File: config.mk
export PLATFORM = sky130hd
export DESIGN_NAME = mem_arbiter
export DESIGN_NICKNAME = d
export VERILOG_FILES = /design/src/rtl/mem_arbiter.sv
export SDC_FILE = /design/constraint.sdc
export NUM_CORES = 1
export LEC_CHECK = 0
export CORE_MARGIN = 4
export CORE_UTILIZATION = 37
export CTS_BUF_LIST = sky130_fd_sc_hd__clkbuf_4 sky130_fd_sc_hd__clkbuf_8 sky130_fd_sc_hd__clkbuf_16
export DETAILED_ROUTE_END_ITERATION = 10
export PLACE_DENSITY = 0.76
export SLEW_MARGIN = 20
export SYNTH_ARGS = -nofsm -noshare
export SYNTH_HDL_FRONTEND = slang
export SYNTH_SLANG_ARGS = --single-unit
File: constraint.sdc
create_clock -name clock -period 1.73 [get_ports clock]
set_clock_uncertainty 0.2 [all_clocks]
set_input_delay 0.346 -clock clock [delete_from_list [all_inputs] [get_ports clock]]
set_output_delay 0.346 -clock clock [all_outputs]
set_load 0.01 [all_outputs]
File: src/rtl/mem_arbiter.sv
// Two-port (cpu / program loader) arbiter in front of a single synchronous RAM.
// Define ARB_ROUND_ROBIN_EN for round-robin on simultaneous requests; default is loader-priority.
module mem_arbiter #(
  parameter int ADDR_W = 5,
  parameter int DATA_W = 8
) (
  input  logic              clock,
  input  logic              reset,
  input  logic              cpu_req,
  input  logic              cpu_we,
  input  logic [ADDR_W-1:0] cpu_addr,
  input  logic [DATA_W-1:0] cpu_wdata,
  output logic              cpu_ack,
  input  logic              ld_req,
  input  logic              ld_we,
  input  logic [ADDR_W-1:0] ld_addr,
  input  logic [DATA_W-1:0] ld_wdata,
  output logic              ld_ack,
  output logic [DATA_W-1:0] rd_data,
  output logic              mem_en,
  output logic              mem_we,
  output logic [ADDR_W-1:0] mem_addr,
  output logic [DATA_W-1:0] mem_wdata,
  input  logic [DATA_W-1:0] mem_rdata,
  output logic              gnt_id
);

  typedef enum logic [1:0] {IDLE, ACCESS, RESP} state_e;

  state_e            state_q;
  logic              cpu_ack_q;
  logic              ld_ack_q;
  logic              mem_en_q;
  logic              mem_we_q;
  logic              txn_we_q;
  logic              gnt_q;
  logic [ADDR_W-1:0] addr_q;
  logic [DATA_W-1:0] wdata_q;
  logic [DATA_W-1:0] rd_data_q;
  logic              win_d;

`ifdef ARB_ROUND_ROBIN_EN
  // Last port granted; the other port wins a tie. Reset value 0 (cpu) lets the loader go first.
  logic rr_q;

  always_ff @(posedge clock) begin
    if (reset) begin
      rr_q <= 1'b0;
    end else if (state_q == IDLE && (cpu_req || ld_req)) begin
      rr_q <= win_d;
    end
  end

  always_comb begin
    // NOTE: every always_comb output gets a default first so no latch can be inferred.
    win_d = ld_req;
    if (cpu_req && ld_req) win_d = ~rr_q;
  end
`else
  always_comb begin
    win_d = ld_req;
  end
`endif

  always_ff @(posedge clock) begin
    // NOTE: sequential state uses non-blocking assignments so every register sees pre-edge values.
    if (reset) begin
      state_q   <= IDLE;
      cpu_ack_q <= 1'b0;
      ld_ack_q  <= 1'b0;
      mem_en_q  <= 1'b0;
      mem_we_q  <= 1'b0;
      txn_we_q  <= 1'b0;
      gnt_q     <= 1'b0;
      addr_q    <= '0;
      wdata_q   <= '0;
      rd_data_q <= '0;
    end else begin
      case (state_q)
        IDLE: begin
          if (cpu_req || ld_req) begin
            state_q  <= ACCESS;
            gnt_q    <= win_d;
            mem_en_q <= 1'b1;
            mem_we_q <= win_d ? ld_we : cpu_we;
            txn_we_q <= win_d ? ld_we : cpu_we;
            addr_q   <= win_d ? ld_addr : cpu_addr;
            wdata_q  <= win_d ? ld_wdata : cpu_wdata;
          end
        end
        ACCESS: begin
          state_q   <= RESP;
          mem_en_q  <= 1'b0;
          mem_we_q  <= 1'b0;
          cpu_ack_q <= ~gnt_q;
          ld_ack_q  <= gnt_q;
        end
        RESP: begin
          state_q   <= IDLE;
          cpu_ack_q <= 1'b0;
          ld_ack_q  <= 1'b0;
          if (!txn_we_q) rd_data_q <= mem_rdata;
        end
        default: state_q <= IDLE;
      endcase
    end
  end

  assign cpu_ack   = cpu_ack_q;
  assign ld_ack    = ld_ack_q;
  assign mem_en    = mem_en_q;
  assign mem_we    = mem_we_q;
  assign mem_addr  = addr_q;
  assign mem_wdata = wdata_q;
  assign gnt_id    = gnt_q;

  // The RAM only returns data in the ack cycle, so a read passes mem_rdata straight
  // through during RESP; rd_data_q holds it afterwards and is untouched by writes.
  assign rd_data = (state_q == RESP && !txn_we_q) ? mem_rdata : rd_data_q;

endmodule
## Yosys cells after proc, flatten, opt, wreduce, memory -nomap -nowiden

Cells that the tools add are included.

- Add/subtract/negate cells: 0
- Multipliers: 0
- $lt $le $gt $ge: 0
- Mux-type cells: 12
- Div/mod/pow operators: 0
- Reduce and logical (&&, ||, !) cells: 9
- Bitwise operators: 2
- Shift-type cells: 0
- Eq/ne operators: 3

Operators with widths:

| kind | number |
|---|---|
| 2-to-1 mux 8 bit | 2 |
| one-hot mux 1 bit (2 select lines) | 4 |
| AND reduction 2 bit | 3 |
| 2-to-1 mux 5 bit | 1 |
| one-hot mux 2 bit (2 select lines) | 1 |
| nonzero test 2 bit | 2 |
| 2-to-1 mux 1 bit | 3 |
| equality test 2 x 1 -> 1 bit (second input constant) | 1 |
| equality test 2 bit (second input constant) | 1 |
| logical NOT 2 bit | 1 |
| 2-to-1 mux 2 bit | 1 |
| != test 2 bit (second input constant) | 1 |
| inverter 1 bit | 2 |
| logical AND 1 bit | 1 |
| logical NOT 1 bit | 1 |
| logical OR 1 bit | 1 |

- Memory bits (writable): 0
- Register bits: 29
- Output and inout bits: 26
- Memories: 0
- Memory bits (read-only): 0
- Bits in latches: 0

## Longest topological paths before layout

Gate-level depths: netlist (run 1).

- Depth after elaboration: 3
- Gate-level depth with buffers: 6
- Mapped depth without buffers: 5

## Least setup slack after synthesis (run 1)

Ideal clock, no wire load.

- Kind: flip-flop to output port
- From: register state_q[0]
- To: output rd_data[0]
- Path slack: -0.046 ns
- Arrival time: 1.230 ns
- Buffers on the path: 1
- Stages on the path, launching flop included: 6
- Cell sequence: dfxtp_1 inv_1 ha_1 nor2b_1 buf_2 mux2_2

- Longest elaborated chain between the ends: 3

RTL lines:

| what | RTL line | source |
|---|---|---|
| start, declared | 30 | `state_e state_q;` |
| start signal, assigned | 68 | `state_q <= IDLE;` |
| start signal, assigned | 82 | `state_q <= ACCESS;` |
| start signal, assigned | 92 | `state_q <= RESP;` |
| equality test 2 bit | 119 | `assign rd_data = (state_q == RESP && !txn_we_q) ? mem_rdata : rd_data_q;` |
| logical AND 1 bit | 119 |  |
| 2-to-1 mux 8 bit | 119 |  |
| end, declared | 19 | `output logic [DATA_W-1:0] rd_data,` |

Every way passes these cells.

## Worst setup path in the final report (run 1)

Same ends and word-level chain as after synthesis.

==> results of run 1 <==
==> per-stage QoR <==
step | TNS (ps) | cells
global route | -3210 | 268
global placement | -7150 | 255
detailed placement | -8510 | 255
floorplan | 0 | 137
CTS | -2720 | 265
finish | -2640 | 268
==> cells in the mapped netlist <==
library cell / number / area (um^2)
clkbuf_1: 2 / 7.51
nor2b_1: 2 / 12.5
o211ai_1: 1 / 7.51
mux2i_1: 25 / 250
inv_1: 3 / 11.3
buf_6: 3 / 33.8
o21a_1: 1 / 7.51
a211oi_2: 10 / 125
ha_1: 5 / 62.6
a22oi_1: 1 / 7.51
nor3b_2: 1 / 12.5
buf_2: 4 / 20.0
buf_4: 1 / 7.51
nand3b_1: 1 / 7.51
nor2_1: 27 / 101
dfxtp_1: 29 / 581
mux2_2: 8 / 90.1
o21ai_0: 2 / 10.0
nand2b_1: 1 / 6.26
nand2_1: 2 / 7.51
a211oi_1: 4 / 30.0
or3_1: 1 / 6.26
a21oi_1: 3 / 15.0
==> area by class of cell <==
cell class              count  area (um^2)
clock inverters             1         5.00
inverters                   3         11.3
fillers                   282         1190
multi-input cells          95          860
well taps                  48         60.1
repair buffers             85          878
flip-flops and latches     29          583
clock buffers               7         96.3
==> worst max path at each step <==
stage / depth (start not counted) / slack [ps] / to
after floorplan: 5 / 20 / rd_data[0]
after global placement: 6 / -430 / rd_data[0]
after detailed placement: 6 / -460 / rd_data[0]
after CTS: 6 / -340 / rd_data[0]
after global routing: 6 / -400 / rd_data[3]
final: 6 / -330 / rd_data[0]
==> registers in the layout, summed over array words and instances (netlist names) <==
name,cells
ld_ack,1
txn_we_q,1
mem_addr,5
rd_data_q,8
state_q,2
cpu_ack,1
gnt_id,1
mem_wdata,8
mem_en,1
mem_we,1
==> where the power goes <==
part,total (uW),internal [uW],switching [uW]
sequential,793,749,43.6
clock,598,359,240
combinational,760,445,315
==> routing by layer <==
layer / routed length [um] / GRT usage, %
met5: 0 / 0
met4: 55 / 4.47
met3: 428 / 8.06
met2: 1770 / 26.2
met1: 1590 / 17.3
==> worst reg2reg max path, cell delays in order (launching register included) <==
cell and delay [ps]:
dfxtp_2 330, inv_2 70, buf_4 110, buf_6 110
ha_4 160, o21ai_0 110, or3_1 360, a21oi_1 140
==> what timing repair did <==
action,CTS,global route
resized for setup,61,18
pin swaps,1,1
setup buffers,1,3
setup endpoints to repair,29,36
cloned,1,0
==> kinds of logic (layout without fill, tap and decap cells) <==
logic type                 Yosys count  after routing  share of synthesized area (%)
DFF                                 29             29                           40.9
buffers and inverters               13             96                           5.64
and+or+nand+nor                     35             35                           10.8
muxes                               33             33                           24.0
adders and majority gates            5              5                           4.41
AOI/OAI and AO/OA                   22             22                           14.3
==> impl_metrics.ini, run 1 <==
[global_routing]
overflow = 0
grt_pass1_vias = 1306
grt_max_degree = 17
grt_pass1_wl_um = 6130
grt_use_total_pct = 15.7
antenna_found_initial = 0

[finish]
syn_to_final_growth_pct = 75.6
drive_gt1_share_pct = 30.5
layout_commonest_cell = clkdlybuf4s50_1
fin_nets = 264
fin_util_pct = 67.6
antenna-diode-count = 0
fin_area_um2 = 2490
final_cell_mix = clkdlybuf4s50_1 (46), nor2_1 (27), dfxtp_1 (27)

[clocking]
clock_sinks = 29
cts_tree = built
hold_buffers = 0
clock_latency_ps = 270
root_buffer = clkbuf_8
htreeDepth = 2
clockBufferDepth = 2
cts_buffers = 5
path_clk_slew_ps = 60

[flow_run]
cap_violations = 0

[worst_hold_path]
holdPathEnd = ld_ack
hp-class = flop to flop
whs_path_depth = 2
min_from = ld_ack

[logic_synthesis]
syn_nets = 182
synth_area_um2 = 1420
synth_warnings = 0
seq_area_frac_synth_pct = 40.9
avgSynthCellArea_um2 = 10.4
synth_cells = 137
synth_cell_types = 23
synth-seq-cells = 29

[worst_setup_path]
ff2ff_path_depth = 7
worstReg2RegEnd = mem_we
end_kind = primary output
slowest_delay_ps = 330
required_ps = 1180
regToRegStartpoint = state_q[0]
start_kind = flop
rrSetupSlack_ps = 60
cp-startpoint = state_q[0]
path_class = flop to primary output
crit_buf_inv = 3
worstPathMaxFanout = 8
cp_top_family = buffers and inverters
slowest_stage = dfxtp_2
worst_ep_arrival_time_ps = 1520
path_cells = inv_2 > ha_4 > nor2b_4 > buf_8 > mux2_4 > buf_6

[placement]
place_area_um2 = 2190
portBuffers = 65
gp_congestion = 0.770
dp_hpwl_um = 2740
pre_cts_slack_ps = -464

[power]
p_leak_uw = 0.00114
power_density_nw_per_um2 = 863
ir_drop_v = 0.000480
power_uw = 2150

[die]
io_pins = 66
core_area_um2 = 3690
die-area_um2 = 4890
rows = 22
fp.dieH_um = 70.0
start_util_pct = 38.5
die_w_um = 70.0

[route]
num_vias = 1306
drt_iter0_markers = 62
wirelength_um = 3840
antenna_left = 0
drc_errors = 0
viasPerCell = 4.87
wl_per_cell_um = 14.3
dr.pass1.iters = 4

[sta]
period_share_pct = 119
slew_headroom_pct = 79.6
finalWorstSetupSlack_ps = -332
setup_viol = 8
hold_violations = 0
worst_hold_slack_ps = 278
maxSlewViolCount = 0
worst_pin_slew_ps = 305
min_period_ps = 2060
max_freq_mhz = 485
rsz0062_at_grt = true

[run_status]
outcome = finished with violations
violations = negative setup slack
No activity file was read; power rests on OpenSTA's default activity.
==> run 2, diff against run 1 <==
--- a/config.mk
+++ b/config.mk
@@ -5,11 +5,13 @@
 export SDC_FILE = /design/constraint.sdc
 export NUM_CORES = 1
 export LEC_CHECK = 0
+export CELL_PAD_IN_SITES_DETAIL_PLACEMENT = 1
+export CELL_PAD_IN_SITES_GLOBAL_PLACEMENT = 1
 export CORE_MARGIN = 4
-export CORE_UTILIZATION = 37
+export CORE_UTILIZATION = 27
 export CTS_BUF_LIST = sky130_fd_sc_hd__clkbuf_4 sky130_fd_sc_hd__clkbuf_8 sky130_fd_sc_hd__clkbuf_16
 export DETAILED_ROUTE_END_ITERATION = 10
-export PLACE_DENSITY = 0.76
+export PLACE_DENSITY_LB_ADDON = 0.2
 export SLEW_MARGIN = 20
 export SYNTH_ARGS = -nofsm -noshare
 export SYNTH_HDL_FRONTEND = slang
==> impl_metrics.ini, run 2 (synthesis gave the netlist of run 1 again) <==
[sta]
setup_viol = 16
period_share_pct = 124
slew_headroom_pct = 63.4
maxSlewViolCount = 0
min_period_ps = 2140
hold_violations = 0
finalWorstSetupSlack_ps = -412
max_freq_mhz = 467
worst_hold_slack_ps = 272
worst_pin_slew_ps = 547
finalSetupTns_ps = -3470
rsz0062_at_grt = true

[clocking]
clock_sinks = 29
root_buffer = clkbuf_8
clock_latency_ps = 270
path_clk_slew_ps = 60
cts_buffers = 5
htreeDepth = 2
clockBufferDepth = 2
hold_buffers = 0
cts_tree = built

[power]
ir_drop_v = 0.000329
p_leak_uw = 0.00108
power_density_nw_per_um2 = 854

[finish]
drive_gt1_share_pct = 29.4
fin_nets = 265
seq_area_um2 = 583
syn_to_final_growth_pct = 73.2
multi_input_area_um2 = 816
antenna-diode-count = 0
layout_commonest_cell = clkdlybuf4s50_1
final_cell_mix = clkdlybuf4s50_1 (49), nor2_1 (27), dfxtp_1 (27)
fin_util_pct = 48.2
num-fill-cells = 572

[global_routing]
grt_use_total_pct = 14.7
antenna_found_initial = 0
grt_pass1_vias = 1521
grt_pass1_wl_um = 7330
grt_max_degree = 30
overflow = 0

[placement]
pre_cts_slack_ps = -461
gp_congestion = 0.813
dp_hpwl_um = 3370
portBuffers = 65

[route]
wirelength_um = 4390
num_vias = 1311
dr.pass1.iters = 4
wl_per_cell_um = 15.1
antenna_left = 0
drt_iter0_markers = 20
viasPerCell = 4.51
drc_errors = 0

[die]
rows = 26
start_util_pct = 27.8
io_pins = 66
die_w_um = 80.5
fp.dieH_um = 80.5
die-area_um2 = 6480
core_area_um2 = 5110

[worst_setup_path]
end_kind = primary output
required_ps = 1180
start_kind = flop
worstPathMaxFanout = 8
rrSetupSlack_ps = -90
worst_ep_arrival_time_ps = 1600
path_class = flop to primary output

[flow_run]
cap_violations = 0

[run_status]
outcome = finished with violations
violations = negative setup slack

[worst_hold_path]
hp-class = flop to flop
## run 2: area by class of cell
cell class	count	area share (%)
Clock buffer	8	3.71
Multi-Input combinational cell	95	33.2
Inverter	3	0.458
Tap cell	70	3.56
Sequential cell	29	23.7
Timing Repair Buffer	86	35.4
## run 2: stage by stage
step,power [uW],instance area (um^2),std cells
global placement,1460,2240,279
global route,2230,2460,291
finish,2100,2460,291
CTS,2130,2430,291
floorplan,1140,1420,137
detailed placement,1500,2240,279
## run 2: routing by layer
| metal | vias to the layer above | GRT usage, % | share of wire, % |
|---|---|---|---|
| met5 | - | 0 | 0 |
| met4 | 0 | 3.55 | 0.78 |
| met3 | 4 | 3.92 | 6.1 |
| met2 | 43 | 27.8 | 53 |
| met1 | 621 | 15.9 | 40 |
| li1 | 643 | - | - |
## run 2: repair_timing
| item | CTS | global route |
|---|---|---|
| hold endpoints to repair | 0 | 0 |
| gates resized for setup | 54 | 10 |
| pin swaps | 1 | 0 |
| endpoints found under the setup margin | 33 | 39 |
| buffers inserted | 4 | 0 |
## run 2: power by group
part / internal, uW / total, uW / leakage [uW] / switching (uW)
clock network: 332 / 570 / 0.0000498 / 238
registers: 749 / 796 / 0.000240 / 47.0
logic: 429 / 734 / 0.000792 / 304
## run 2: final timing paths
check	from	end	cells past startpoint
min	ld_ack	ld_ack	2
min reg2reg	ld_ack	ld_ack	2
max reg2reg	state_q[0]	rd_data_q[1]	6
max	state_q[0]	rd_data[4]	7
## run 2: critical path: stages (launching register included)
cell,delay (ps)
dfxtp_2,340
inv_2,50
ha_4,150
nor2b_4,120
buf_6,140
buf_6,110
mux2_4,290
buf_6,120
==> run 3, diff against run 2 <==
--- a/config.mk
+++ b/config.mk
@@ -12,6 +12,7 @@
 export CTS_BUF_LIST = sky130_fd_sc_hd__clkbuf_4 sky130_fd_sc_hd__clkbuf_8 sky130_fd_sc_hd__clkbuf_16
 export DETAILED_ROUTE_END_ITERATION = 10
 export PLACE_DENSITY_LB_ADDON = 0.2
+export SKIP_CTS_REPAIR_TIMING = 1
 export SLEW_MARGIN = 20
 export SYNTH_ARGS = -nofsm -noshare
 export SYNTH_HDL_FRONTEND = slang
==> impl_metrics.ini, run 3 (synthesis gave the netlist of run 1 again) <==
[die]
core_area_um2 = 5110
die_w_um = 80.5
io_pins = 66
fp.dieH_um = 80.5
start_util_pct = 27.8
die-area_um2 = 6480
rows = 26

[worst_setup_path]
start_kind = flop
rrSetupSlack_ps = -110
end_kind = primary output
worst_ep_arrival_time_ps = 1630
endpoint = rd_data[0]
cp-startpoint = state_q[0]
path_class = flop to primary output
slowest_stage = dfxtp_2
path_cells = inv_2 > ha_4 > nor2b_4 > buf_6 > buf_12 > mux2_4 > buf_6
slowest_delay_ps = 340
worstPathMaxFanout = 5
worstReg2RegEnd = rd_data_q[7]
required_ps = 1180
ff2ff_path_depth = 6
path_common_cell = buf_6
regToRegStartpoint = state_q[0]

[power]
p_leak_uw = 0.00110
power_density_nw_per_um2 = 849
power_uw = 2120
ir_drop_v = 0.000329

[placement]
dp_hpwl_um = 3370
portBuffers = 65
pre_cts_slack_ps = -461
place_area_um2 = 2240
gp_congestion = 0.813

[sta]
setup_viol = 16
worst_hold_slack_ps = 272
maxSlewViolCount = 0
slew_headroom_pct = 62.0
worst_pin_slew_ps = 568
period_share_pct = 126
hold_violations = 0
finalWorstSetupSlack_ps = -442
rsz0062_at_grt = true
max_freq_mhz = 460
min_period_ps = 2170

[route]
dr.pass1.iters = 3
drc_errors = 0
viasPerCell = 4.48
wirelength_um = 4640
wl_per_cell_um = 16.0
drt_iter0_markers = 19
antenna_left = 0
num_vias = 1303

[finish]
drive_gt1_share_pct = 29.9
layout_commonest_cell = clkdlybuf4s50_1
fin_util_pct = 48.9
final_cell_mix = clkdlybuf4s50_1 (49), nor2_1 (27), dfxtp_1 (27)
multi_input_area_um2 = 837
fin_nets = 265
seq_area_um2 = 583
fin_area_um2 = 2500
antenna-diode-count = 0
num-fill-cells = 578
syn_to_final_growth_pct = 75.9

[run_status]
outcome = finished with violations
violations = negative setup slack

[global_routing]
grt_pass1_wl_um = 7100
grt_max_degree = 30
overflow = 0
grt_pass1_vias = 1476
antenna_found_initial = 0
grt_use_total_pct = 14.2

[clocking]
htreeDepth = 2
clockBufferDepth = 2
cts_buffers = 5
path_clk_slew_ps = 60
clock_latency_ps = 270
cts_tree = built
clock_sinks = 29
root_buffer = clkbuf_8

[worst_hold_path]
hp-class = flop to flop

[flow_run]
cap_violations = 0
run 3: cell types whose count changed in the layout (fill, tap and decap cells not counted), sizes merged:
cell / change
dlygate4sd2: -1
dlymetal6s2s: +1
run 3: through the flow:
step                std cells  setup TNS (ps)
detailed placement        279           -9360
CTS                       287           -9850
global placement          279           -7700
global route              291           -5240
floorplan                 137               0
finish                    291           -4190
run 3: critical path: cells and delay by family (launching register included):
family	cells	cell delay, ps
buf+inv	4	430
flops	1	340
mux	1	300
fa+ha+maj	1	160
simple gates	1	120
run 3: layer usage:
layer	up-vias	share of wire, %	track usage [%]
met5	-	0	0
met4	0	0.73	3.55
met3	4	6.5	3.92
met2	43	53	26.4
met1	615	39	15.8
li1	641	-	-
run 3: worst min path at each step:
stage	cells after the start	end	slack (ps)	start
finish	2	ld_ack	270	ld_ack
global route	2	mem_en	320	mem_en
CTS	2	ld_ack	280	ld_ack
detailed placement	2	ld_ack	270	ld_ack
global placement	2	ld_ack	250	ld_ack
floorplan	2	rd_data_q[0]	260	rd_data_q[0]
run 3: area by class of cell:
type / count / share of cell area (%)
Multi-Input combinational cell: 95 / 33.5
Tap cell: 70 / 3.51
Clock buffer: 8 / 3.66
Sequential cell: 29 / 23.3
Timing Repair Buffer: 86 / 35.5
Inverter: 3 / 0.451
run 3: power breakdown:
part           switching, uW  internal [uW]  leakage [uW]  total, uW
sequential              48.1            749      0.000240        797
combinational            312            438      0.000815        750
clock                    240            332     0.0000498        573
